### config.mk
export PLATFORM = sky130hd
export DESIGN_NAME = drum_onset_detect
export DESIGN_NICKNAME = d
export VERILOG_FILES = /design/src/rtl/drum_pkg.sv /design/src/rtl/drum_band_classify.sv /design/src/rtl/drum_onset_detect.sv
export SDC_FILE = /design/constraint.sdc
export NUM_CORES = 1
export LEC_CHECK = 0
export BUFFER_PORTS_ARGS = -buffer_cell sky130_fd_sc_hd__buf_2
export CAP_MARGIN = 15
export CORE_ASPECT_RATIO = 0.9
export CORE_MARGIN = 2
export CORE_UTILIZATION = 25
export DETAILED_ROUTE_END_ITERATION = 10
export SYNTH_ARGS = -nofsm -noshare
export SYNTH_HDL_FRONTEND = slang
export SYNTH_SLANG_ARGS = --single-unit
### constraint.sdc
create_clock -name clock -period 2.1 [get_ports clock]
set_input_delay 0.525 -clock clock [delete_from_list [all_inputs] [get_ports clock]]
set_output_delay 0.525 -clock clock [all_outputs]
set_load 0.01 [all_outputs]
### src/rtl/drum_pkg.sv
// -----------------------------------------------------------------------------
// drum_pkg
// Shared definitions for the drum onset detector and its helpers:
//   - FREQ_W / AMP_W : widths of the spectral peak frequency and amplitude
//   - drum_e         : drum voice reported with each hit
//   - ARMED / HOLDOFF / REARM : onset FSM state encodings
// -----------------------------------------------------------------------------
package drum_pkg;

  localparam int FREQ_W = 13;
  localparam int AMP_W  = 10;

  typedef enum logic [1:0] {
    DRUM_KICK  = 2'd0,
    DRUM_SNARE = 2'd1,
    DRUM_HIHAT = 2'd2
  } drum_e;

  localparam logic [1:0] ARMED   = 2'd0;
  localparam logic [1:0] HOLDOFF = 2'd1;
  localparam logic [1:0] REARM   = 2'd2;

endpackage

### src/rtl/drum_band_classify.sv
// -----------------------------------------------------------------------------
// drum_band_classify
// Combinational frequency -> drum voice map. Kept separate so display logic
// can reuse exactly the same band edges as the detector.
// Ports:
//   freq_i : peak frequency (bin x 4)
//   drum_o : KICK below KICK_MAX_FREQ, SNARE below SNARE_MAX_FREQ, else HIHAT
// -----------------------------------------------------------------------------
module drum_band_classify
  import drum_pkg::*;
#(
  parameter logic [FREQ_W-1:0] KICK_MAX_FREQ  = 13'd400,
  parameter logic [FREQ_W-1:0] SNARE_MAX_FREQ = 13'd1600
) (
  input  logic [FREQ_W-1:0] freq_i,
  output drum_e             drum_o
);

  // NOTE: every output of a combinational block gets a default first, so no
  // path through the if/else can leave it unassigned and infer a latch.
  always_comb begin
    drum_o = DRUM_HIHAT;
    if (freq_i < KICK_MAX_FREQ) begin
      drum_o = DRUM_KICK;
    end else if (freq_i < SNARE_MAX_FREQ) begin
      drum_o = DRUM_SNARE;
    end
  end

endmodule

### src/rtl/drum_onset_detect.sv
// -----------------------------------------------------------------------------
// drum_onset_detect
// Samples the per-frame FFT spectral peak, detects drum onsets with threshold,
// rise and hysteresis rules, and emits a one-cycle hit pulse with drum voice
// and velocity for the sample-playback stage.
//
// Pipeline: stage S registers the peak on the frame_done edge, stage E
// evaluates it on the following edge, so hit is high the cycle after that.
//
// Ports:
//   clock, reset_n       : clock, synchronous active-low reset
//   frame_done           : one-cycle strobe, max_freq/max_amp valid
//   max_freq, max_amp    : spectral peak frequency (bin x 4) and amplitude
//   hit                  : one-cycle onset pulse
//   hit_drum             : 0 kick, 1 snare, 2 hihat (held between hits)
//   hit_velocity         : amplitude of the onset frame (held between hits)
//   armed                : high while the detector is in ARMED
//   hit_count            : saturating hit counter, only when the macro
//                          DRUM_ONSET_HIT_COUNT_EN is defined
// -----------------------------------------------------------------------------
module drum_onset_detect
  import drum_pkg::*;
#(
  parameter logic [AMP_W-1:0]  THRESH_ON      = 10'd200,
  parameter logic [AMP_W-1:0]  THRESH_OFF     = 10'd120,
  parameter logic [AMP_W-1:0]  RISE_MIN       = 10'd40,
  parameter logic [3:0]        HOLDOFF_FRAMES = 4'd4,
  parameter logic [FREQ_W-1:0] KICK_MAX_FREQ  = 13'd400,
  parameter logic [FREQ_W-1:0] SNARE_MAX_FREQ = 13'd1600
) (
  input  logic              clock,
  input  logic              reset_n,
  input  logic              frame_done,
  input  logic [FREQ_W-1:0] max_freq,
  input  logic [AMP_W-1:0]  max_amp,
  output logic              hit,
  output logic [1:0]        hit_drum,
  output logic [AMP_W-1:0]  hit_velocity,
  output logic              armed
`ifdef DRUM_ONSET_HIT_COUNT_EN
  ,
  output logic [15:0]       hit_count
`endif
);

  // Stage S registers
  logic [FREQ_W-1:0] cur_freq_q;
  logic [AMP_W-1:0]  cur_amp_q;
  logic              sample_valid_q;

  // Stage E state
  logic [1:0]        state_q,    state_d;
  logic [3:0]        hold_cnt_q, hold_cnt_d;
  logic [AMP_W-1:0]  prev_amp_q, prev_amp_d;
  logic              hit_q,      hit_d;
  drum_e             hit_drum_q, hit_drum_d;
  logic [AMP_W-1:0]  hit_vel_q,  hit_vel_d;
  logic              armed_q;

  drum_e             cur_class;
  logic              onset;
  logic              below_off;
  logic [AMP_W:0]    rise_target;

  drum_band_classify #(
    .KICK_MAX_FREQ  (KICK_MAX_FREQ),
    .SNARE_MAX_FREQ (SNARE_MAX_FREQ)
  ) u_classify (
    .freq_i (cur_freq_q),
    .drum_o (cur_class)
  );

  // One extra bit so prev_amp + RISE_MIN cannot wrap and fake a rise.
  assign rise_target = {1'b0, prev_amp_q} + {1'b0, RISE_MIN};
  assign onset       = (cur_amp_q >= THRESH_ON)
                    && ({1'b0, cur_amp_q} >= rise_target)
                    && (cur_freq_q != '0);
  assign below_off   = (cur_amp_q < THRESH_OFF);

  always_comb begin
    state_d    = state_q;
    hold_cnt_d = hold_cnt_q;
    prev_amp_d = prev_amp_q;
    hit_d      = 1'b0;
    hit_drum_d = hit_drum_q;
    hit_vel_d  = hit_vel_q;
    if (sample_valid_q) begin
      prev_amp_d = cur_amp_q;
      case (state_q)
        ARMED: begin
          if (onset) begin
            hit_d      = 1'b1;
            hit_drum_d = cur_class;
            hit_vel_d  = cur_amp_q;
            hold_cnt_d = HOLDOFF_FRAMES;
            state_d    = HOLDOFF;
          end
        end
        HOLDOFF: begin
          hold_cnt_d = hold_cnt_q - 4'd1;
          // Last holdoff frame: a quiet frame re-arms straight away.
          if (hold_cnt_q <= 4'd1) begin
            hold_cnt_d = '0;
            state_d    = below_off ? ARMED : REARM;
          end
        end
        REARM: begin
          if (below_off) begin
            state_d = ARMED;
          end
        end
        default: state_d = ARMED;
      endcase
    end
  end

  // NOTE: the stage-S peak registers carry no reset; they are only consumed
  // when sample_valid_q is set, and that flag itself is reset.
  always_ff @(posedge clock) begin
    if (frame_done) begin
      cur_freq_q <= max_freq;
      cur_amp_q  <= max_amp;
    end
  end

  // NOTE: sequential state uses non-blocking assignments so every register
  // samples the pre-edge values, independent of statement order.
  always_ff @(posedge clock) begin
    if (!reset_n) begin
      sample_valid_q <= 1'b0;
      state_q        <= ARMED;
      hold_cnt_q     <= '0;
      prev_amp_q     <= '0;
      hit_q          <= 1'b0;
      hit_drum_q     <= DRUM_KICK;
      hit_vel_q      <= '0;
      armed_q        <= 1'b0;
    end else begin
      sample_valid_q <= frame_done;
      state_q        <= state_d;
      hold_cnt_q     <= hold_cnt_d;
      prev_amp_q     <= prev_amp_d;
      hit_q          <= hit_d;
      hit_drum_q     <= hit_drum_d;
      hit_vel_q      <= hit_vel_d;
      armed_q        <= (state_d == ARMED);
    end
  end

  assign hit          = hit_q;
  assign hit_drum     = hit_drum_q;
  assign hit_velocity = hit_vel_q;
  assign armed        = armed_q;

`ifdef DRUM_ONSET_HIT_COUNT_EN
  logic [15:0] hit_count_q;

  always_ff @(posedge clock) begin
    if (!reset_n) begin
      hit_count_q <= '0;
    end else if (hit_d && (hit_count_q != 16'hFFFF)) begin
      hit_count_q <= hit_count_q + 16'd1;
    end
  end

  assign hit_count = hit_count_q;
`endif

endmodule

==> results.tsv, run 1 <==
metric	value	unit
status	finished, violations left	
failing checks	setup timing	
number of fill cells	936	
worst-margin pin slew	530	ps
P&R area growth vs syn	27.0	%
critical path required time	2310	ps
Die W	106	µm
final WL	4900	µm
vias after detailed routing	1759	
Num CTS Buffers	5	
gp weighted congestion	0.824	
syn avg cell area	11.1	µm²
global-route wire length before repair	8110	µm
ANT nets after route	0	
all-layer global routing usage	0.103	
CP max FO	3	
# diodes	0	
H-tree depth	2	
DR iter-0 viols	97	
overall power	2.15	mW
Clk Latency, worst-skew pair	310	ps
worst hold stages	1	
boundary pin count	40	
Die ar.	10100	µm²
FP Rows	33	
Worst Hold Class	in2reg	
register area	1320	µm²
Final Setup Violations	18	
cells after synthesis	211	
sequential element share of the synthesized area	0.561	
CP arrival	2420	ps
VDD IR-drop max	0.000313	V
hold_sp	max_freq[2]	
crit path launch type	flop	
reg2reg start	prev_amp_q[3]	
async set or reset register ratio after synthesis	0	
Setup Skew	6.85	ps
Residual DRC	0	
YS warnings	0	
cell leakage power	1.22	nW
Final period util	1.05	
maximum achievable frequency	453	MHz
Power Dens Cells	723	nW/µm²
final net count	312	
reg-to-reg setup timing slack	-110	ps
Synth Flop Type	dfxtp_1	
DIE HEIGHT	95.7	µm
CP Capture Type	flop	
net count after synthesis	250	
EDFF count, synth	23	
vias in the first global route	1751	
CTS tree	done	
CTS sink count	54	
dpl hpwl	3700	µm
iteration count of the initial detailed-routing pass	4	
number of port buffers	39	
max-slew violation count	0	
Slew Limit Headroom	0.646	
WS Path Type	reg2reg	
Fin. Hold Viols	0	
largest net degree at the start of global routing	25	
Initial Util	0.257	
Reg2Reg Capture Point	hold_cnt_q[3]	
total gr overflow	0	
path depth of the worst reg2reg path	10	
RSZ-0062 raised after global routing	true	
Hold Path End	cur_freq_q[2]	
post-route setup TNS	-1210	ps
initial antenna violation count	0	
CTS clock-pin slew for the worst setup and hold paths	110	ps
Clock Tree Buf Depth	2	
share of cells above drive strength 1	0.325	
synthesis-stage register bit count	54	
mapped cell area	2340	µm²
Core Box Area	9080	µm²
wire per inst	12.4	µm
Vias per Instance	4.44	
root buffer cell	clkbuf_8	
Setup crit start	prev_amp_q[3]	
Multi-input gate area	1010	µm²
Max Cap Violations	0	
fin worst setup slack	-110	ps
Yosys cell types	47	
crit path time final	2210	ps
flip-flops by register name (all words and copies together), names as in the netlist:
signal / cells
armed: 1
cur_amp_q: 10
cur_freq_q: 13
hit: 1
hit_drum: 2
hit_velocity: 10
hold_cnt_q: 4
prev_amp_q: 10
sample_valid_q: 1
state_q: 2
per-layer routing:
layer | wire [µm] | vias to the layer above | GRT usage
met3 | 231 | 5 | 0.0257
met5 | 0 | - | 0
met1 | 2360 | 825 | 0.132
li1 | - | 890 | -
met2 | 2260 | 39 | 0.170
met4 | 49 | 0 | 0.0373
layout make-up:
type | count | area share
Sequential cell | 54 | 0.443
Multi-Input combinational cell | 144 | 0.341
Timing Repair Buffer | 61 | 0.123
Tap cell | 122 | 0.0514
Clock buffer | 5 | 0.0232
Clock inverter | 3 | 0.00970
Inverter | 7 | 0.00885
synthesized netlist by cell type (4+ instances only):
cell type | count | area share
a21o_1 | 5 | 0.016
a21oi_1 | 5 | 0.011
dfxtp_1 | 31 | 0.27
edfxtp_1 | 23 | 0.30
ha_1 | 13 | 0.070
inv_1 | 6 | 0.0096
mux2i_1 | 11 | 0.047
nand2_1 | 18 | 0.029
nand3_1 | 14 | 0.030
nor2_1 | 18 | 0.029
nor3_1 | 5 | 0.011
o21ai_1 | 13 | 0.028
xor2_1 | 4 | 0.015
cells in the final DEF, fill, tap and decap left out, types with 2 or more instances in the layout:
cell / synthesis / final
ha_1: 13 / 12
buf_2: 2 / 40
and3_1: 2 / 2
clkbuf_8: 0 / 5
buf_4: 1 / 19
o21ai_0: 3 / 3
inv_1: 6 / 6
dfxtp_2: 0 / 3
and2_1: 2 / 2
o311ai_0: 2 / 2
nand3b_1: 2 / 2
nand2_1: 18 / 17
o21ai_1: 13 / 12
nor2_1: 18 / 18
mux2i_1: 11 / 11
nor3_1: 5 / 5
a21o_1: 5 / 5
nand3_1: 14 / 13
dfxtp_1: 31 / 28
a21oi_1: 5 / 3
nand2b_1: 3 / 3
xor2_1: 4 / 4
edfxtp_1: 23 / 23
nand4_1: 3 / 3
a21oi_2: 0 / 2
buf_6: 1 / 2
cells by family (layout without fill, tap and decap cells):
family / Yosys count / after routing / share of synthesized area
AND/OR/NAND/NOR: 75 / 75 / 0.162
AO/OA/AOI/OAI: 40 / 40 / 0.114
adder cells (fa/ha/maj): 13 / 13 / 0.0696
XOR/XNOR: 5 / 5 / 0.0187
buffers and inverters: 13 / 76 / 0.0268
flip-flops: 54 / 54 / 0.561
multiplexers: 11 / 11 / 0.0471
worst max path at each step:
| stage | endpoint | cells past startpoint |
|---|---|---|
| final | hold_cnt_q[3] | 10 |
| after global routing | hit_drum[0] | 10 |
| after global placement | armed | 11 |
| after floorplan | hold_cnt_q[0] | 9 |
| after CTS | hit_velocity[7] | 10 |
| after detailed placement | hold_cnt_q[0] | 9 |
metrics by stage:
stage / setup slack (ps) / util / area (µm²) / std cells / hold slack (ps)
6_report: -110 / 0.327 / 2970 / 396 / 378
3_3_place_gp: -113 / 0.306 / 2780 / 384 / 450
4_1_cts: -109 / 0.324 / 2950 / 395 / 366
5_1_grt: -193 / 0.327 / 2970 / 396 / 357
3_5_place_dp: -109 / 0.306 / 2780 / 384 / 450
2_1_floorplan: 28.5 / - / 2340 / 211 / 455
critical path: stages (launching register included):
cell and delay [ps]:
dfxtp_2 360, ha_2 220, o21ai_2 70, xor2_1 140, ha_1 310, o211ai_1 90, buf_4 160, o31ai_4 290
o21a_1 200, nor2_1 50, a22o_1 220
power breakdown:
part           internal (mW)  switching, mW
Combinational          0.149          0.169
Clock                  0.250          0.368
Sequential              1.17         0.0429
Total                   1.57          0.580
repair_timing:
item                       4_1_cts  5_1_grt
setup buffers                    1        1
pin swaps                       11        3
setup endpoints to repair       18       18
gates resized for setup         13        3
hold buffers                     0        0
gates cloned                     2        0
Power figures use the tool's default switching activity.
==> inputs of run 2 (changes only) <==
--- a/config.mk
+++ b/config.mk
@@ -9,7 +9,7 @@
 export CAP_MARGIN = 15
 export CORE_ASPECT_RATIO = 0.9
 export CORE_MARGIN = 2
-export CORE_UTILIZATION = 25
+export CORE_UTILIZATION = 35
 export DETAILED_ROUTE_END_ITERATION = 10
 export SYNTH_ARGS = -nofsm -noshare
 export SYNTH_HDL_FRONTEND = slang
==> results.tsv, run 2 (same netlist as run 1, synthesis figures left out) <==
metric	value	unit
number of port buffers	39	
Comb power frac	0.145	
Most flops, register	cur_freq_q	
switching share of power	0.253	
cell leakage power	1.26	nW
Clk Latency, worst-skew pair	310	ps
Psw	0.572	mW
path depth of the worst reg2reg path	10	
Hold WS	380	ps
largest net degree at the start of global routing	25	
Fin. Hold Viols	0	
Initial Util	0.358	
Power Dens Cells	747	nW/µm²
gp weighted congestion	0.792	
boundary pin count	40	
crit path time final	2250	ps
VDD IR-drop max	0.000433	V
Core Box Area	6520	µm²
failing checks	setup timing	
most frequent cells in the layout	buf_2, dfxtp_1, buf_4, edfxtp_1	
worst hold stages	1	
status	finished, violations left	
Final Setup Violations	19	
wire per inst	12.9	µm
CTS clock-pin slew for the worst setup and hold paths	100	ps
critical path required time	2350	ps
design internal power	1.69	mW
root buffer cell	clkbuf_8	
final WL	4770	µm
dpl hpwl	3360	µm
max-slew violation count	0	
P&R area growth vs syn	29.6	%
CTS tree	done	
CP Capture Type	flop	
clock share of power	0.319	
Die W	90.1	µm
Multi-input gate area	1040	µm²
share of cells above drive strength 1	0.361	
CP max FO	7	
fin worst setup slack	-154	ps
worst-margin pin slew	541	ps
vias after detailed routing	1792	
cts hold-fix bufs	0	
iteration count of the initial detailed-routing pass	4	
Residual DRC	0	
Setup Skew	5.08	ps
post-route setup TNS	-1340	ps
total gr overflow	0	
Largest register FFs	13	
RSZ-0062 raised after global routing	true	
CP arrival	2510	ps
Max Cap Violations	0	
final net count	318	
Num CTS Buffers	5	
Die ar.	7340	µm²
# diodes	0	
maximum achievable frequency	444	MHz
H-tree depth	2	
WS Path Type	reg2reg	
met2 global-route usage	0.218	
initial antenna violation count	0	
global-route wire length before repair	7710	µm
ANT nets after route	0	
register area	1320	µm²
Reg power frac	0.535	
post-layout util	0.465	
Clock Tree Buf Depth	2	
commonest non-fill, non-tap cell in the layout	buf_2	
vias in the first global route	1637	
DR iter-0 viols	78	
FP Rows	28	
crit path launch type	flop	
met3 GRT Util	0.0284	
number of fill cells	639	
Slew Limit Headroom	0.639	
Worst Hold Class	in2reg	
DIE HEIGHT	81.5	µm
all-layer global routing usage	0.133	
Vias per Instance	4.84	
grt met1 use	0.179	
Final period util	1.07	
CTS sink count	54	
grt peak-use layer	met2	
==> run 2: final timing paths <==
kind                        start              end  slack (ps)
hold reg to reg   hit_velocity[5]  hit_velocity[5]         460
hold / removal        max_freq[3]    cur_freq_q[3]         380
setup reg to reg    prev_amp_q[4]      hit_drum[0]        -150
setup / recovery    prev_amp_q[4]      hit_drum[0]        -150
==> run 2: cell type report <==
type,instances,area share
timing repair buffer,67,0.134
clock inverter,3,0.0157
tap,90,0.0372
sequential,54,0.437
multi-input combinational,144,0.345
clock buffer,5,0.0227
inverter,7,0.00868
==> run 2: critical path, stage by stage (launching register included) <==
cell and delay (ps):
dfxtp_2 350, a21o_1 200, buf_4 140, xnor2_1 120, ha_1 310, nand4_1 150, o31ai_4 340, o21ai_4 120
buf_4 150, a211o_1 210, a21oi_1 110
==> run 2: timing repair <==
| item | CTS | global route |
|---|---|---|
| endpoints found under the setup margin | 17 | 19 |
| gates resized for setup | 9 | 14 |
| gates cloned | 0 | 1 |
| setup buffers | 6 | 2 |
| pin swaps | 11 | 6 |
==> run 2: metrics by stage <==
| stage | total power, mW | instance area [µm²] | worst slack (ps) | cells |
|---|---|---|---|---|
| finish | 2.26 | 3030 | -154 | 370 |
| global route | 2.38 | 3030 | -271 | 370 |
| CTS | 2.27 | 2950 | -134 | 367 |
| detailed placement | 1.52 | 2750 | -149 | 353 |
| global placement | 1.51 | 2750 | -148 | 353 |
| floorplan | 1.39 | 2340 | 28.5 | 211 |
==> run 2: routing by layer <==
metal / wire length (µm) / part of all wire / vias to the layer above
met5: 0 / 0 / -
met4: 72 / 0.015 / 0
met3: 218 / 0.046 / 9
met2: 2120 / 0.44 / 46
met1: 2360 / 0.49 / 836
li1: - / - / 901
==> run 2: power groups by stage <==
stage | Sequential [mW] | Clock [mW] | Combinational, mW
after floorplan | 1.24 | 0 | 0.160
after global placement | 1.23 | 0 | 0.278
after detailed placement | 1.23 | 0 | 0.282
after CTS | 1.21 | 0.742 | 0.317
after global routing | 1.22 | 0.794 | 0.365
final | 1.21 | 0.722 | 0.329
